===== src/rtl/miller_pkg.sv =====
// Shared types and constants for the Miller receive path: FSM states, frame status codes and CRC-16/CCITT constants.
package miller_pkg;

    typedef enum logic [1:0] {
        S_IDLE = 2'd0,
        S_HUNT = 2'd1,
        S_DATA = 2'd2,
        S_DONE = 2'd3
    } rx_state_e;

    typedef enum logic [1:0] {
        ST_OK       = 2'd0,
        ST_NO_PRE   = 2'd1,
        ST_CODE_ERR = 2'd2,
        ST_CRC_ERR  = 2'd3
    } rx_status_e;

    localparam logic [15:0] CRC16_POLY    = 16'h1021;
    localparam logic [15:0] CRC16_PRESET  = 16'hFFFF;
    localparam logic [15:0] CRC16_RESIDUE = 16'h1D0F;

    // One MSB-first step of the CCITT polynomial division.
    function automatic logic [15:0] crc16_step(input logic [15:0] crc, input logic din);
        return {crc[14:0], 1'b0} ^ ((crc[15] ^ din) ? CRC16_POLY : 16'h0000);
    endfunction

endpackage


===== src/rtl/miller_crc16.sv =====
// Serial CRC-16/CCITT over the received data bits; crc_next_o is the value the register takes at the next edge.
module miller_crc16
    import miller_pkg::*;
(
    input  logic        clk,
    input  logic        rst,
    input  logic        init_i,
    input  logic        en_i,
    input  logic        bit_i,
    output logic [15:0] crc_next_o
);

    logic [15:0] crc_q, crc_d;

    always_comb begin
        crc_d = crc_q;
        if (init_i) begin
            crc_d = CRC16_PRESET;
        end else if (en_i) begin
            crc_d = crc16_step(crc_q, bit_i);
        end
    end

    assign crc_next_o = crc_d;

    always_ff @(posedge clk) begin
        if (rst) begin
            crc_q <= CRC16_PRESET;
        end else begin
            crc_q <= crc_d;
        end
    end

endmodule


===== src/rtl/miller_rx_ctrl.sv =====
// Receive-path sequencer for the Miller tag-reply decoder: arm, preamble hunt, bit framing, status-tagged hand-off.
// Define MILLER_RX_CRC16_EN to add the CRC-16 residue check on otherwise good frames.
module miller_rx_ctrl
    import miller_pkg::*;
#(
    parameter int                 MAX_BITS    = 128,
    parameter int                 PRE_LEN     = 6,
    parameter logic [PRE_LEN-1:0] PRE_PATTERN = 6'b010111,
    parameter int                 T_PRE_CYC   = 4096,
    parameter int                 GAP_CYC     = 64
) (
    input  logic                          clk,
    input  logic                          rst,
    input  logic                          arm,
    input  logic                          abort,
    input  logic                          sym_valid,
    input  logic                          sym_bit,
    input  logic                          sym_err,
    output logic                          demod_en,
    output logic                          busy,
    output logic                          frame_valid,
    input  logic                          frame_ready,
    output logic [MAX_BITS-1:0]           frame_data,
    output logic [$clog2(MAX_BITS+1)-1:0] frame_len,
    output logic [1:0]                    frame_status
);

    localparam int LEN_W  = $clog2(MAX_BITS + 1);
    localparam int TMR_W  = $clog2((T_PRE_CYC > GAP_CYC) ? T_PRE_CYC : GAP_CYC);
    localparam int PCNT_W = $clog2(PRE_LEN + 1);

    localparam logic [TMR_W-1:0]  PRE_TMO  = TMR_W'(T_PRE_CYC - 1);
    localparam logic [TMR_W-1:0]  GAP_TMO  = TMR_W'(GAP_CYC - 1);
    localparam logic [PCNT_W-1:0] PRE_LAST = PCNT_W'(PRE_LEN - 1);
    localparam logic [PCNT_W-1:0] PRE_FULL = PCNT_W'(PRE_LEN);
    localparam logic [LEN_W-1:0]  LEN_LAST = LEN_W'(MAX_BITS - 1);

    rx_state_e             state_q, state_d;
    rx_status_e            status_q, status_d, ok_status;
    logic [TMR_W-1:0]      timer_q, timer_d;
    logic [PRE_LEN-1:0]    win_q, win_d, win_shift;
    logic [PCNT_W-1:0]     pcnt_q, pcnt_d;
    logic [MAX_BITS-1:0]   data_q, data_d;
    logic [LEN_W-1:0]      len_q, len_d;
    logic                  pre_hit;
    logic                  term_ok;

    // The window only qualifies once PRE_LEN bits have arrived since arm or the last code violation.
    assign win_shift = {win_q[PRE_LEN-2:0], sym_bit};
    assign pre_hit   = sym_valid && !sym_err && (pcnt_q >= PRE_LAST) && (win_shift == PRE_PATTERN);

`ifdef MILLER_RX_CRC16_EN
    localparam logic [LEN_W-1:0] MIN_CRC_LEN = LEN_W'(16);

    logic        crc_init, crc_en;
    logic [15:0] crc_next;

    assign crc_init = (state_q == S_HUNT) && !abort && pre_hit;
    assign crc_en   = (state_q == S_DATA) && !abort && sym_valid && !sym_err;

    miller_crc16 u_crc (
        .clk        (clk),
        .rst        (rst),
        .init_i     (crc_init),
        .en_i       (crc_en),
        .bit_i      (sym_bit),
        .crc_next_o (crc_next)
    );
`endif

    // NOTE: every variable written here gets a default first, so no path can infer a latch.
    always_comb begin
        state_d   = state_q;
        status_d  = status_q;
        timer_d   = timer_q;
        win_d     = win_q;
        pcnt_d    = pcnt_q;
        data_d    = data_q;
        len_d     = len_q;
        term_ok   = 1'b0;
        ok_status = ST_OK;

        case (state_q)
            S_IDLE: begin
                if (arm && !abort) begin
                    state_d  = S_HUNT;
                    status_d = ST_OK;
                    timer_d  = '0;
                    win_d    = '0;
                    pcnt_d   = '0;
                    data_d   = '0;
                    len_d    = '0;
                end
            end
            S_HUNT: begin
                if (abort) begin
                    state_d = S_IDLE;
                end else begin
                    if (sym_err) begin
                        win_d  = '0;
                        pcnt_d = '0;
                    end else if (sym_valid) begin
                        win_d = win_shift;
                        if (pcnt_q != PRE_FULL) pcnt_d = pcnt_q + PCNT_W'(1);
                    end
                    if (pre_hit) begin
                        state_d = S_DATA;
                        timer_d = '0;
                    end else if (timer_q == PRE_TMO) begin
                        state_d  = S_DONE;
                        status_d = ST_NO_PRE;
                        len_d    = '0;
                    end else begin
                        timer_d = timer_q + TMR_W'(1);
                    end
                end
            end
            S_DATA: begin
                if (abort) begin
                    state_d = S_IDLE;
                end else if (sym_err) begin
                    state_d  = S_DONE;
                    status_d = ST_CODE_ERR;
                end else if (sym_valid) begin
                    data_d  = {data_q[MAX_BITS-2:0], sym_bit};
                    len_d   = len_q + LEN_W'(1);
                    timer_d = '0;
                    if (len_q == LEN_LAST) begin
                        state_d = S_DONE;
                        term_ok = 1'b1;
                    end
                end else if (timer_q == GAP_TMO) begin
                    state_d = S_DONE;
                    if (len_q == '0) status_d = ST_CODE_ERR;
                    else             term_ok  = 1'b1;
                end else begin
                    timer_d = timer_q + TMR_W'(1);
                end
            end
            S_DONE: begin
                if (frame_ready) state_d = S_IDLE;
            end
            default: state_d = S_IDLE;
        endcase

`ifdef MILLER_RX_CRC16_EN
        if (len_d < MIN_CRC_LEN || crc_next != CRC16_RESIDUE) ok_status = ST_CRC_ERR;
`endif
        if (term_ok) status_d = ok_status;
    end

    // NOTE: the frame buffer is reset too, because its contents are visible on frame_data straight out of reset.
    always_ff @(posedge clk) begin
        if (rst) begin
            state_q  <= S_IDLE;
            status_q <= ST_OK;
            timer_q  <= '0;
            win_q    <= '0;
            pcnt_q   <= '0;
            data_q   <= '0;
            len_q    <= '0;
        end else begin
            state_q  <= state_d;
            status_q <= status_d;
            timer_q  <= timer_d;
            win_q    <= win_d;
            pcnt_q   <= pcnt_d;
            data_q   <= data_d;
            len_q    <= len_d;
        end
    end

    assign demod_en     = (state_q == S_HUNT) || (state_q == S_DATA);
    assign busy         = demod_en;
    assign frame_valid  = (state_q == S_DONE);
    assign frame_data   = data_q;
    assign frame_len    = len_q;
    assign frame_status = status_q;

endmodule


===== config.mk =====
export PLATFORM = sky130hd
export DESIGN_NAME = miller_rx_ctrl
export DESIGN_NICKNAME = d
export VERILOG_FILES = /design/src/rtl/miller_pkg.sv /design/src/rtl/miller_crc16.sv /design/src/rtl/miller_rx_ctrl.sv
export SDC_FILE = /design/constraint.sdc
export NUM_CORES = 1
export LEC_CHECK = 0
export CAP_MARGIN = 5
export CORE_UTILIZATION = 47
export CTS_CLUSTER_SIZE = 16
export DETAILED_ROUTE_END_ITERATION = 12
export GPL_ROUTABILITY_DRIVEN = 0
export PLACE_DENSITY = 0.76
export SYNTH_ARGS = -nofsm -noshare
export SYNTH_HDL_FRONTEND = slang
export SYNTH_HIERARCHICAL = 1
export SYNTH_SLANG_ARGS = --single-unit

===== constraint.sdc =====
create_clock -name clk -period 2.15 [get_ports clk]
set_input_delay 0.5375 -clock clk [delete_from_list [all_inputs] [get_ports clk]]
set_output_delay 0.5375 -clock clk [all_outputs]
set_load 0.03 [all_outputs]

-- Word level (Yosys, flattened, before mapping)
Index checks and enable logic that the tools add are counted.
- register bits after elaboration: 160
- bits of input ports: 8
- output and inout bits: 141
- word-level logic and storage cells: 118
- add/sub/neg operators: 3
- order comparisons: 1
- equal/unequal tests: 26
- mux-type cells: 61
- reductions and logical operators: 20
- operators with widths (cell ; count):
    $mux 128 ; 4
    $pmux 128 s2 ; 1
    $mux 12 ; 8
    $mux 8 ; 7
    $mux 2 ; 19
    $pmux 12 s3 ; 1
    $ne 3x3->1 const B ; 8
    $pmux 8 s3 ; 1
    $mux 5 ; 4
    $mux 3 ; 5
    $reduce_and 5->1 ; 3
    $ne 2x2->1 const B ; 7
    $add 12x1->12 const B ; 1
    $eq 12x12->1 const B ; 1
    $eq 12x6->1 const B ; 1
    $ne 5x5->1 const B ; 2
    $pmux 5 s2 ; 1
    $reduce_and 9->1 ; 1
    $add 8x1->8 const B ; 1
    $eq 8x7->1 const B ; 1
    $logic_not 8->1 ; 1
    $pmux 2 s4 ; 1
    $reduce_and 8->1 ; 1
    $mux 1 ; 7
    18 further kinds ; 24

-- Longest topological paths before layout
Gate-level depths: netlist of run 1.
- depth in word-level cells: 8
- depth in mapped cells: 10
- gate-level depth less buffers: 8

-- Worst setup path before layout of run 1
Ideal clock, no wire load.
- path type: reg-to-reg
- from: reg state_q[1]
- to: reg len_q[6] (netlist: frame_len[6])
- library setup time: 74 ps
- data arrival time: 1925 ps
- data required time: 2076 ps
- slack: 150 ps
- stages on the path, launching flop included: 11
- buffers on the path: 2
- period minus slack after synthesis: 2000 ps
- path through: dfxtp_1 -> inv_1 -> ha_1 -> buf_2 -> or3_1 -> o21ai_0 -> nor2b_1 -> and3_1 -> buf_4 -> nand4b_1 -> a31oi_1
- word-level cells in the longest chain between the ends: 3
- elaborated cells between the ends (all ways): 13
- classes of those cells: eq/ne: 9; mux: 1; reduce/logical: 3
- ends and longest elaborated chain (item ; line ; text):
    from (decl) ; miller_rx_ctrl.sv:38 ; rx_state_e state_q, state_d;
    from (signal assigned) ; miller_rx_ctrl.sv:163 ; state_q <= state_d;
    $eq 2x2->1, or another cell as far along ; miller_rx_ctrl.sv:83 ; case (state_q)
    $ne 2x2->1 (no line) or $reduce_bool 3->1 (tied branches) ; - ;
    $reduce_and 8->1 (no line) ; - ;
    to (signal assigned) ; miller_rx_ctrl.sv:169 ; len_q <= len_d;
    to (decl) ; miller_rx_ctrl.sv:44 ; logic [LEN_W-1:0] len_q, len_d;
Several ways; a longest one is shown, not always the timed one.
A chain may end at the register's enable or synchronous reset.

-- Worst setup path in the final report of run 1
- from: reg data_q[26] (netlist: frame_data[26])
- to: out frame_data[26]
- RTL lines (item ; line ; text):
    from (decl) ; miller_rx_ctrl.sv:43 ; logic [MAX_BITS-1:0] data_q, data_d;
    from (signal assigned) ; miller_rx_ctrl.sv:168 ; data_q <= data_d;
    to (decl) ; miller_rx_ctrl.sv:23 ; output logic [MAX_BITS-1:0] frame_data,
No word-level cell between the ends.

==> out/results.ini, run 1 <==
[setup_path]
criticalPathCategory=flip-flop to output pin
critPathMaxStageDelay_ps=720
worstSetupEndpointType=output pin
reg2reg_depth=10
required_ps=1610
crit_chain=clkdlybuf4s50_1
crit_cells=1
cp_max_fo=3
critPathSlowestCell=clkdlybuf4s50_1
start_kind=flip-flop
cp-startpoint=frame_data[26]$_SDFFE_PP0P_
worstPathArrival_ps=1520
r2r-start=state_q[0]$_SDFFE_PP0P_
path_buf_inv=1
ff2ff_setup_slack_ps=110
crit_path_end=frame_data[26]
cpLargestDelayFamily=buffers and inverters
reg2reg_to=frame_data[100]$_SDFFE_PP0P_

[power_and_ir_drop]
p_clk_frac=0.464
pwr_density_cell_nw_per_um2=766
p_seq_frac=0.429
power_mw=6.97
netSwitchingPower_mw=1.72
leakage_nw=3.12
ir_worst_vdd_mv=0.584
p_comb_frac=0.106
switching_share=0.247
internal_power_mw=5.25

[floorplanning]
die-area_um2=14400
floorplan.initialDensity=0.487
row_count=42
fp.dieW_um=120
io-pin-count=149
die-height_um=120
core_area_um2=13400

[clocking]
postCtsSetupBuffers=0
htree_levels=4
cts_hold_buf=0
numCtsBuffers=17
clockBufferDepth=2
clk_pin_slew_worst_paths_ps=60
cts.sinks=160
cts_root_buf=clkbuf_16
cts_tree=done
clk_latency_ps=420

[finish]
fin_area_um2=9090
ff_latch_area_um2=3210
layout-drive-gt1-share=0.106
antenna_cells=0
area_growth_pct=39.4
multi_input_area_um2=3050
fillers=1115
nets=974
fin_util=0.679
final-instance-count-excl-fill=1145

[synthesis]
synth_cell_type_count=48
ys_seq_area_frac=0.491
netlist_top_cells_area=dfxtp_1 49%, nand3_1 11%, a21oi_1 11%
ys.warnings.count=6
syn_avg_cell_area_um2=8.04
synth_top_area_share=0.491
synth_seq_cells=160
synth.largest_area_cell=dfxtp_1
synthCells=811
synth_flop_cell=dfxtp_1
syn_area_um2=6520
syn_nets=829
async_flop_share=0
synth_edf_count=0

[timing]
setup_slack_ps=90.0
skew_ps=5.94
rsz0062_at_grt=yes
hold_viol=0
fin_crit_ps=2060
worstMarginPinSlew_ps=573
fin_crit_sh=0.958
finalMaxSlewViolations=0
maxSlewHeadroom=0.618
setup_tns_ps=0
setup_viol=0
hold_ws_ps=452
max_freq_mhz=485

[detailed_routing]
wl_per_cell_um=14.7
dr.pass1.iters=5
drc=0
viasPerCell=5.39
drtAntennaViolNets=0
postRouteWirelength_um=16800
vias=6175
drtIter0Drc=421

[global_routing]
grt_pass1_vias=5530
grt_pass1_wl_um=27000
grt_max_degree=114
grt_overflow=0
grtUsageTotal=0.231
antenna_found_initial=0

[run_status]
outcome=completed

[placement]
dp_cells=1113
place_ws_ps=-296
io_buffers=148
place_area_um2=8410
dp_hpwl_um=10400

[min_path]
hold_path.class=flip-flop to flip-flop

[job]
drv_cap=0

## flip-flops by register name, indices dropped and copies added (netlist names)
signal	flops
win_q	5
frame_data	128
state_q	2
frame_status	2
frame_len	8
timer_q	12
pcnt_q	3
## logic make-up after synthesis
| group | Yosys count | share of synthesized area |
|---|---|---|
| AO/OA/AOI/OAI | 168 | 0.142 |
| XOR/XNOR | 10 | 0.0134 |
| adder cells (fa/ha/maj) | 10 | 0.0192 |
| buffers and inverters | 79 | 0.0506 |
| flip-flops | 160 | 0.491 |
| multiplexers | 2 | 0.00307 |
| AND/OR/NAND/NOR | 382 | 0.281 |
## repair_timing
item | CTS | global route
gates resized for setup | 6 | 20
cloned | 0 | 0
pin swaps | 0 | 1
endpoints found under the hold margin | 0 | 0
setup endpoints to repair | 11 | 146
## power groups by stage
stage               Sequential, mW  Combinational [mW]  Clock (mW)
global route                  2.99               0.796        3.42
finish                        2.99               0.742        3.24
floorplan                     3.06               0.408           0
CTS                           2.99               0.727        3.29
detailed placement            3.05               0.725           0
global placement              3.05               0.728           0
## area by class of cell
class | instances | area share
repair buffers | 194 | 0.213
clock buffers | 18 | 0.0483
flip-flops and latches | 160 | 0.353
clock inverters | 14 | 0.0220
inverters | 11 | 0.00454
well taps | 176 | 0.0242
multi-input cells | 572 | 0.335
## routing by layer
metal / global-route usage / part of all wire / vias up
li1: - / - / 3098
met1: 0.301 / 0.45 / 2885
met2: 0.357 / 0.45 / 176
met3: 0.0908 / 0.082 / 16
met4: 0.0539 / 0.0091 / 0
met5: 0 / 0 / -
## cells in the final DEF (no fill, tap or decap), types with 3 or more instances in the layout
master | Yosys | final
bufinv_16 | 0 | 4
clkbuf_16 | 0 | 17
nor4_2 | 2 | 3
inv_1 | 11 | 11
buf_4 | 3 | 37
nand2b_1 | 4 | 4
nand3_1 | 143 | 143
a21oi_1 | 141 | 141
xnor2_1 | 10 | 10
clkdlybuf4s50_1 | 0 | 137
nand2_1 | 153 | 152
ha_1 | 10 | 7
and2_1 | 4 | 3
inv_6 | 0 | 4
dlymetal6s2s_1 | 0 | 5
dfxtp_1 | 160 | 159
nor2_1 | 24 | 23
dlygate4sd2_1 | 0 | 3
nor3_1 | 8 | 8
nand3b_1 | 8 | 8
nand4b_1 | 7 | 7
nor4_1 | 4 | 3
buf_12 | 0 | 9
o21ai_0 | 6 | 6
and3_1 | 8 | 8
a31oi_1 | 7 | 7
## synth_stat cells, types with 2 or more instances
| cell | count |
|---|---|
| nand4_1 | 2 |
| clkbuf_1 | 45 |
| or3_1 | 2 |
| and3_1 | 8 |
| xnor2_1 | 10 |
| mux2i_1 | 2 |
| nor2b_1 | 3 |
| buf_2 | 12 |
| a21oi_1 | 141 |
| nand3_1 | 143 |
| nand3b_1 | 8 |
| o21ai_0 | 6 |
| and2_1 | 4 |
| nand4b_1 | 7 |
| nor4_1 | 4 |
| inv_1 | 11 |
| nor2_1 | 24 |
| buf_1 | 7 |
| nand2_1 | 153 |
| nor4b_1 | 2 |
| nand2b_1 | 4 |
| buf_4 | 3 |
| nor3_1 | 8 |
| nor3_2 | 2 |
| ha_1 | 10 |
| dfxtp_1 | 160 |
| o31ai_1 | 2 |
| a31oi_1 | 7 |
| nor4_2 | 2 |
## worst min-delay path by stage
stage | start | end | slack [ps] | cells past startpoint
6_report | win_q[4]$_SDFFE_PP0P_ | win_q[4]$_SDFFE_PP0P_ | 450 | 2
5_1_grt | rst | frame_data[25]$_SDFFE_PP0P_ | 460 | 2
4_1_cts | win_q[4]$_SDFFE_PP0P_ | win_q[4]$_SDFFE_PP0P_ | 450 | 2
3_5_place_dp | win_q[4]$_SDFFE_PP0P_ | win_q[4]$_SDFFE_PP0P_ | 450 | 2
2_1_floorplan | win_q[4]$_SDFFE_PP0P_ | win_q[4]$_SDFFE_PP0P_ | 430 | 2
3_3_place_gp | win_q[4]$_SDFFE_PP0P_ | win_q[4]$_SDFFE_PP0P_ | 440 | 2
No activity file was read; power rests on OpenSTA's default activity.
==> inputs of run 2 (changes only) <==
--- a/config.mk
+++ b/config.mk
@@ -6,12 +6,15 @@
 export NUM_CORES = 1
 export LEC_CHECK = 0
 export CAP_MARGIN = 5
-export CORE_UTILIZATION = 47
+export CELL_PAD_IN_SITES_DETAIL_PLACEMENT = 0
+export CELL_PAD_IN_SITES_GLOBAL_PLACEMENT = 1
+export CORE_UTILIZATION = 25
 export CTS_CLUSTER_SIZE = 16
 export DETAILED_ROUTE_END_ITERATION = 12
 export GPL_ROUTABILITY_DRIVEN = 0
-export PLACE_DENSITY = 0.76
+export PLACE_DENSITY_LB_ADDON = 0.1
 export SYNTH_ARGS = -nofsm -noshare
 export SYNTH_HDL_FRONTEND = slang
 export SYNTH_HIERARCHICAL = 1
 export SYNTH_SLANG_ARGS = --single-unit
+export TNS_END_PERCENT = 50
==> run 2 against run 1 <==
Clock skew increased by 10 ps; sequential power about the same; cell count increased by 14%; critical path type unchanged; cell area increased by 1.7%.
==> out/results.ini, run 2 (synthesized netlist as in run 1, its figures left out) <==
[run_status]
outcome=completed  ; unchanged

[floorplanning]
io-pin-count=149  ; unchanged
die-height_um=164  ; was 120 um
fp.dieW_um=164  ; was 120 um
die-area_um2=26700  ; was 14400 um2
core_area_um2=25400  ; was 13400 um2
floorplan.initialDensity=0.257  ; was 0.487
row_count=58  ; was 42

[clocking]
clk_latency_ps=430  ; was 420 ps
postCtsSetupBuffers=0  ; unchanged
clockBufferDepth=2  ; unchanged
clk_pin_slew_worst_paths_ps=70  ; was 60 ps
numCtsBuffers=17  ; unchanged
cts.sinks=160  ; unchanged
cts_root_buf=clkbuf_16  ; unchanged
htree_levels=4  ; unchanged
cts_hold_buf=0  ; unchanged
cts_tree=done  ; unchanged

[finish]
ff_latch_area_um2=3210  ; unchanged
largest_reg_flops=128  ; unchanged
multi_input_area_um2=3040  ; was 3050 um2
layout-drive-gt1-share=0.111  ; was 0.106
final_common_cell=dfxtp_1  ; unchanged
mostFrequentLayoutCells=157 x dfxtp_1, 152 x nand2_1, 143 x nand3_1  ; was 159 x dfxtp_1, 152 x nand2_1, 143 x nand3_1
antenna_cells=0  ; unchanged
fillers=2660  ; was 1115
area_growth_pct=41.8  ; was 39.4%
nets=978  ; was 974
fin_util=0.364  ; was 0.679

[setup_path]
worstPathArrival_ps=1530  ; was 1520 ps
crit_cells=1  ; unchanged
critPathSlowestCell=clkdlybuf4s50_1  ; unchanged
critPathMaxStageDelay_ps=700  ; was 720 ps
required_ps=1610  ; about the same
reg2reg_to=timer_q[9]$_SDFFE_PP0P_  ; was frame_data[100]$_SDFFE_PP0P_
reg2reg_depth=10  ; unchanged
start_kind=flip-flop  ; unchanged
cpLargestDelayFamily=buffers and inverters  ; unchanged
worstSetupEndpointType=output pin  ; unchanged
ff2ff_setup_slack_ps=150  ; was 110 ps
cp_max_fo=3  ; unchanged
path_buf_inv=1  ; unchanged
crit_chain=clkdlybuf4s50_1  ; unchanged
r2r-start=pcnt_q[0]$_SDFFE_PP0P_  ; was state_q[0]$_SDFFE_PP0P_
criticalPathCategory=flip-flop to output pin  ; unchanged

[power_and_ir_drop]
internal_power_mw=4.85  ; was 5.25 mW
power_mw=6.82  ; was 6.97 mW
switching_share=0.288  ; was 0.247
ir_worst_vdd_mv=0.412  ; was 0.584 mV
netSwitchingPower_mw=1.97  ; was 1.72 mW
p_comb_frac=0.111  ; was 0.106
leakage_nw=3.06  ; was 3.12 nW
p_clk_frac=0.451  ; was 0.464
pwr_density_cell_nw_per_um2=737  ; was 766 nW/um2
p_seq_frac=0.438  ; was 0.429

[min_path]
hold_path.class=input pin to flip-flop  ; was flip-flop to flip-flop
worst_hold_path.endpoint=state_q[0]$_SDFFE_PP0P_  ; was win_q[4]$_SDFFE_PP0P_
min_from=rst  ; was win_q[4]$_SDFFE_PP0P_
hold_depth=2  ; unchanged

[timing]
max_freq_mhz=483  ; was 485 MHz
worstMarginPinSlew_ps=936  ; was 573 ps
hold_viol=0  ; unchanged
setup_viol=0  ; unchanged
maxSlewHeadroom=0.376  ; was 0.618
finalMaxSlewViolations=0  ; unchanged
fin_crit_sh=0.963  ; was 0.958
fin_crit_ps=2070  ; was 2060 ps
skew_ps=16.0  ; was 5.94 ps
rsz0062_at_grt=no  ; was yes
setup_tns_ps=0  ; unchanged

[global_routing]
antenna_found_initial=0  ; unchanged
grt_overflow=0  ; unchanged
grt_pass1_wl_um=31200  ; was 27000 um
grt_pass1_vias=5724  ; was 5530
grtUsageTotal=0.147  ; was 0.231
grt_max_degree=113  ; was 114

[detailed_routing]
drtAntennaViolNets=0  ; unchanged
wl_per_cell_um=15.0  ; was 14.7 um
drc=0  ; unchanged
postRouteWirelength_um=19600  ; was 16800 um
viasPerCell=4.62  ; was 5.39
drtIter0Drc=303  ; was 421
vias=6018  ; was 6175
dr.pass1.iters=5  ; unchanged

[placement]
dp_hpwl_um=12400  ; was 10400 um
io_buffers=148  ; unchanged

[job]
drv_cap=0  ; unchanged

-- run 2: cell type report --
class | instances | share of cell area
clock buffer | 18 | 0.0475
inverter | 11 | 0.00446
multi-input combinational | 572 | 0.329
timing repair buffer | 198 | 0.211
tap | 330 | 0.0446
sequential | 160 | 0.347
clock inverter | 14 | 0.0173
-- run 2: routing by layer --
layer,up-vias,part of all wire,GRT usage,wire [um]
met1,2778,0.47,0.191,9260
met3,11,0.069,0.0559,1350
met4,0,0.0072,0.0370,141
met2,118,0.45,0.226,8840
met5,-,0,0,0
li1,3111,-,-,-
-- run 2: worst max path at each step --
stage                                 from                         to  slack, ps
5_1_grt             pcnt_q[0]$_SDFFE_PP0P_   timer_q[11]$_SDFFE_PP0P_          5
4_1_cts            state_q[0]$_SDFFE_PP0P_                   demod_en       -130
3_5_place_dp                     sym_valid    timer_q[2]$_SDFFE_PP0P_       -340
2_1_floorplan      state_q[1]$_SDFFE_PP0P_  frame_len[6]$_SDFFE_PP0P_        150
6_report       frame_data[26]$_SDFFE_PP0P_             frame_data[26]         80
3_3_place_gp                     sym_valid    timer_q[5]$_SDFFE_PP0P_       -310
-- run 2: per-stage QoR --
step	instances	cell area (um2)	setup slack [ps]	hold slack [ps]
final	1303	9250	80.6	360
after detailed placement	1271	8640	-341	439
after global routing	1303	9250	5.03	346
after CTS	1303	9230	-128	343
after floorplan	811	6520	150	427
after global placement	1271	8640	-313	437
-- run 2: power by group through the flow --
stage | logic, mW | clock network, mW | registers (mW)
after floorplan | 0.408 | 0 | 3.06
after global placement | 0.776 | 0 | 3.06
after detailed placement | 0.764 | 0 | 3.05
after CTS | 0.761 | 3.20 | 2.98
after global routing | 0.828 | 3.32 | 2.99
final | 0.758 | 3.08 | 2.99
-- run 2: repair_timing --
action,4_1_cts,5_1_grt
pin swaps,0,1
endpoints found under the setup margin,9,36
gates resized for setup,9,14
endpoints found under the hold margin,0,0
